==> config.mk <==
export PLATFORM = sky130hd
export DESIGN_NAME = par_int_host_8bit
export DESIGN_NICKNAME = d
export VERILOG_FILES = /design/src/rtl/par_int_host_8bit.sv
export SDC_FILE = /design/constraint.sdc
export NUM_CORES = 1
export LEC_CHECK = 0
export ABC_AREA = 0
export CAP_MARGIN = 20
export CORE_ASPECT_RATIO = 1.5
export CORE_MARGIN = 2
export CORE_UTILIZATION = 52
export DETAILED_ROUTE_END_ITERATION = 8
export PLACE_DENSITY = 0.88
export SLEW_MARGIN = 20
export SYNTH_ARGS = -nofsm -noshare
export SYNTH_HDL_FRONTEND = slang
export SYNTH_SLANG_ARGS = --single-unit
==> constraint.sdc <==
create_clock -name clk -period 4.2 [get_ports clk]
set_input_delay 0.84 -clock clk [delete_from_list [all_inputs] [get_ports clk]]
set_output_delay 0.84 -clock clk [all_outputs]
set_load 0.1 [all_outputs]
==> src/rtl/par_int_host_8bit.sv <==
// Host-side initiator for the 8-bit parallel interface.
// Accepts single write/read commands on a valid/ready port, drives the bus
// direction (w_r) and host data (di_o), samples device data (do_i) and returns
// read data on a one-cycle response strobe.
//
// Handshake: a command transfers on the rising edge where cmd_valid && cmd_ready
// are both 1; cmd_ready is high only while idle and out of reset, so cmd_valid
// seen while busy is simply ignored (no queueing). rsp_valid is a one-cycle
// pulse with no back-pressure; rsp_data holds until the next read completes.
module par_int_host_8bit #(
  parameter int HOLD_CYC = 2,
  parameter int RD_WAIT  = 2,
  parameter int TURN     = 1
) (
  input  logic       clk,
  input  logic       rst,
  input  logic       cmd_valid,
  output logic       cmd_ready,
  input  logic       cmd_wr,
  input  logic [7:0] cmd_data,
  output logic       rsp_valid,
  output logic [7:0] rsp_data,
  output logic       w_r,
  output logic [7:0] di_o,
  input  logic [7:0] do_i,
  output logic [1:0] dbg_state
);

  typedef enum logic [1:0] {
    IDLE       = 2'd0,
    TURN_ST    = 2'd1,
    WR_HOLD    = 2'd2,
    RD_WAIT_ST = 2'd3
  } state_t;

  // Phase counters are loaded with N-1 and the phase ends when they reach 0.
  localparam logic [3:0] HOLD_M1 = 4'(HOLD_CYC - 1);
  localparam logic [3:0] RDW_M1  = 4'(RD_WAIT - 1);
  localparam logic [3:0] TURN_M1 = 4'(TURN - 1);
  localparam logic       HAS_TURN = (TURN > 0);

  state_t     state;
  logic [3:0] cnt;
  logic       wr_l;
  logic [7:0] data_l;

  // Ready is gated by rst so it reads 0 during reset and 1 in the first
  // cycle after it, without waiting for a register to update.
  assign cmd_ready = (state == IDLE) && !rst;
  assign dbg_state = state;

  // Command FSM; all bus-facing outputs are registered here.
  always_ff @(posedge clk) begin
    if (rst) begin
      state     <= IDLE;
      cnt       <= 4'd0;
      wr_l      <= 1'b1;
      data_l    <= 8'h00;
      w_r       <= 1'b1;
      di_o      <= 8'h00;
      rsp_valid <= 1'b0;
      rsp_data  <= 8'h00;
    end else begin
      rsp_valid <= 1'b0;
      case (state)
        IDLE: begin
          if (cmd_valid && cmd_ready) begin
            wr_l   <= cmd_wr;
            data_l <= cmd_data;
            w_r    <= cmd_wr;
            if ((cmd_wr != w_r) && HAS_TURN) begin
              state <= TURN_ST;
              cnt   <= TURN_M1;
            end else if (cmd_wr) begin
              state <= WR_HOLD;
              cnt   <= HOLD_M1;
              di_o  <= cmd_data;
            end else begin
              state <= RD_WAIT_ST;
              cnt   <= RDW_M1;
            end
          end
        end
        TURN_ST: begin
          if (cnt == 4'd0) begin
            if (wr_l) begin
              state <= WR_HOLD;
              cnt   <= HOLD_M1;
              di_o  <= data_l;
            end else begin
              state <= RD_WAIT_ST;
              cnt   <= RDW_M1;
            end
          end else begin
            cnt <= cnt - 4'd1;
          end
        end
        WR_HOLD: begin
          if (cnt == 4'd0) begin
            state <= IDLE;
            di_o  <= 8'h00;
          end else begin
            cnt <= cnt - 4'd1;
          end
        end
        RD_WAIT_ST: begin
          if (cnt == 4'd0) begin
            state     <= IDLE;
            rsp_valid <= 1'b1;
            rsp_data  <= do_i;
          end else begin
            cnt <= cnt - 4'd1;
          end
        end
        default: state <= IDLE;
      endcase
    end
  end

endmodule

==> out/qor.csv <==
metric,value,unit
status,completed,
Setup CP Type,input pin to output port,
Worst R2R Start,dbg_state[1]$_SDFFE_PP0P_,
final setup fails,0,
DRT Wirelength,3561,um
drt pass-1 iters,4,
post-route ant nets,0,
vias,1410,
Min-Delay Endpoint,rsp_data[1]$_SDFFE_PP0P_,
vias in the first global route,1284,
post-CTS setup buffers,0,
Post-Synth Simple-Gate Area,25.12,%
first-pass GRT wire length,5699,um
die area,0.003492,mm2
CTS sink cnt,32,
largest family of logic cells by synthesized area,simple AND/OR/NAND/NOR gates,
Core ar.,0.002913,mm2
CP Capture Type,output port,
HP Start,rsp_data[1]$_SDFFE_PP0P_,
height of the die,71.38,um
Worst Hold Class,flop to flop,
Num CTS Buffers,5,
Max Root-Sink Buffers,2,
final hold vios,0,
sequential-to-total area share from yosys stat,40.70,%
total gr overflow,0,
Worst slew margin,34.08,%
post-DP HPWL,2498,um
IO Pins,41,
Root Buffer,clkbuf_8,
cts hold-fix bufs,0,
#FFs+latches synth,32,
fraction of synthesized area in multiplexers,0,%
area grow syn2layout,30.84,%
ant diodes,0,
Pleak,0.7246,nW
post-synthesis compound-gate area fraction,22.42,%
routed vias/inst,5.402,
Starting Density,54.04,%
CTS tree,yes,
Final GP Congestion,0.7826,
layout cell share with drive strength beyond 1,6.757,%
Final Cycle Share,66.70,%
"most common cell after layout, fill and taps aside",clkdlybuf4s50_1,
# rows,24,
Peak supply drop,0.4670,mV
Post-Synth Adder-Cell Area,6.359,%
"Min Clock Period, post-route",2801,ps
Synth Instances,184,
count of pins over their slew limit,0,
xor and xnor area share after synthesis,0,%
syn_area_per_cell,8.554,um2
hold depth,2,
IO Port Bufs,40,
DR DRC count,0,
initial detailed-routing violation count,28,
Worst-path clk slew,60,ps
routed len/inst,13.64,um
Die W,48.92,um
"commonest cells after routing, fill and taps aside","clkdlybuf4s50_1, nand2_1, dfxtp_1",
RR Endpoint,di_o[0]$_SDFFE_PP0P_,
Power Total,1.427,mW
Global Route Usage Sum,21.79,%
Mapped Area,0.001574,mm2
# nets final,249,
initial antenna violation count,0,
FMAX,0.3570,GHz
max-cap viol count,0,
WP data required,3360,ps
pin count of the biggest net entering global routing,29,
Final Core Density,70.70,%
RSZ-0062 raised after global routing,false,
Worst Tran Pin Value,985.7,ps
H-tree depth,2,
clock skew,5.912,ps
maximum fanout along the worst path,28,
worst reg2reg path depth,5,
Power per Cell Area,693.1,mW/mm2
post_cts resized,0,
worst-skew pair later-pin latency,290,ps
count of different cell masters after synthesis,32,
Synth warnings,0,
CP arrival,1960,ps
Reg2Reg Setup Slack,1970,ps
Setup TNS,0,ps
Setup crit start kind,input pin,
Mapped Nets,212,
cell usage after synthesis:
master,number,area [um2]
o21ai_1,1,5.000
nand4b_1,1,8.760
o21ai_0,9,45.04
a22oi_2,1,12.51
nor3b_1,1,7.510
o211ai_1,3,22.52
a21oi_1,11,55.05
a311oi_1,9,78.83
nand2_1,35,131.4
inv_1,7,26.28
nand3b_1,2,15.01
buf_4,4,30.03
nor3b_4,1,18.77
nand2_2,1,6.260
nor2b_1,1,6.260
clkbuf_1,5,18.77
or2b_1,1,7.510
ha_1,8,100.1
nand3_1,10,50.05
a2bb2oi_2,1,15.01
a221oi_4,1,26.28
and2_1,2,12.51
o21bai_4,1,18.77
a31oi_1,9,56.30
buf_2,2,10.01
nor3_1,2,10.01
nor2_1,4,15.01
dfxtp_1,32,640.6
nand2b_1,15,93.84
or2_2,1,6.260
and3_1,1,6.260
o2bb2ai_1,2,17.52
registers in the layout (all words and copies together), names as in the netlist:
| signal | count |
|---|---|
| di_o | 8 |
| rsp_data | 8 |
| rsp_valid | 1 |
| cnt | 4 |
| dbg_state | 2 |
| wr_l | 1 |
| data_l | 8 |
final cells by class:
cell class              count  area [um2]
clock buffers               8       90.09
fillers                   258       853.3
inverters                   7       26.28
multi-input cells         134       848.3
flip-flops and latches     32       640.6
well taps                  39       48.80
repair buffers             41       405.4
where the power goes:
group	switching (mW)	internal, mW	leakage (nW)
Sequential	0.0439	0.364	0.262
Clock	0.109	0.133	0.0455
Combinational	0.534	0.244	0.417
kinds of logic (layout without fill, tap and decap cells):
logic type	after synthesis	after routing
flip-flops	32	32
buffers and inverters	18	56
adder cells (fa/ha/maj)	8	8
AND/OR/NAND/NOR	78	78
AO/OA/AOI/OAI	48	48
per-stage QoR:
step	worst slack [ps]	hold slack [ps]	std cells	instance area, um2
after floorplan	772.7	428.6	184	1574
after global placement	1298	438.2	253	1969
after detailed placement	1233	447.0	253	1969
after CTS	1390	455.3	261	2059
after global routing	1344	480.2	261	2059
final	1399	452.7	261	2059
layer usage:
layer / part of all wire (%) / GRT usage, % / up-vias / routed length (um)
met1: 38 / 20.29 / 632 / 1352
met2: 53 / 41.40 / 49 / 1894
met4: 2.9 / 12.38 / 0 / 104
li1: - / - / 720 / -
met3: 5.9 / 6.458 / 9 / 210
met5: 0 / 0 / - / 0
worst max-delay path by stage:
stage	from	end	slack (ps)	cells after the start
global placement	cmd_wr	di_o[6]$_SDFFE_PP0P_	1300	6
detailed placement	cmd_wr	di_o[7]$_SDFFE_PP0P_	1230	6
floorplan	dbg_state[0]$_SDFFE_PP0P_	cmd_ready	770	4
finish	rst	cmd_ready	1400	4
CTS	rst	cmd_ready	1390	4
global route	rst	cmd_ready	1340	4
worst max-delay path: stages:
cell and delay (ps):
clkdlybuf4s50_1 400, buf_4 220, nor2b_1 180, buf_4 310
(Power assumes the default switching activity.)
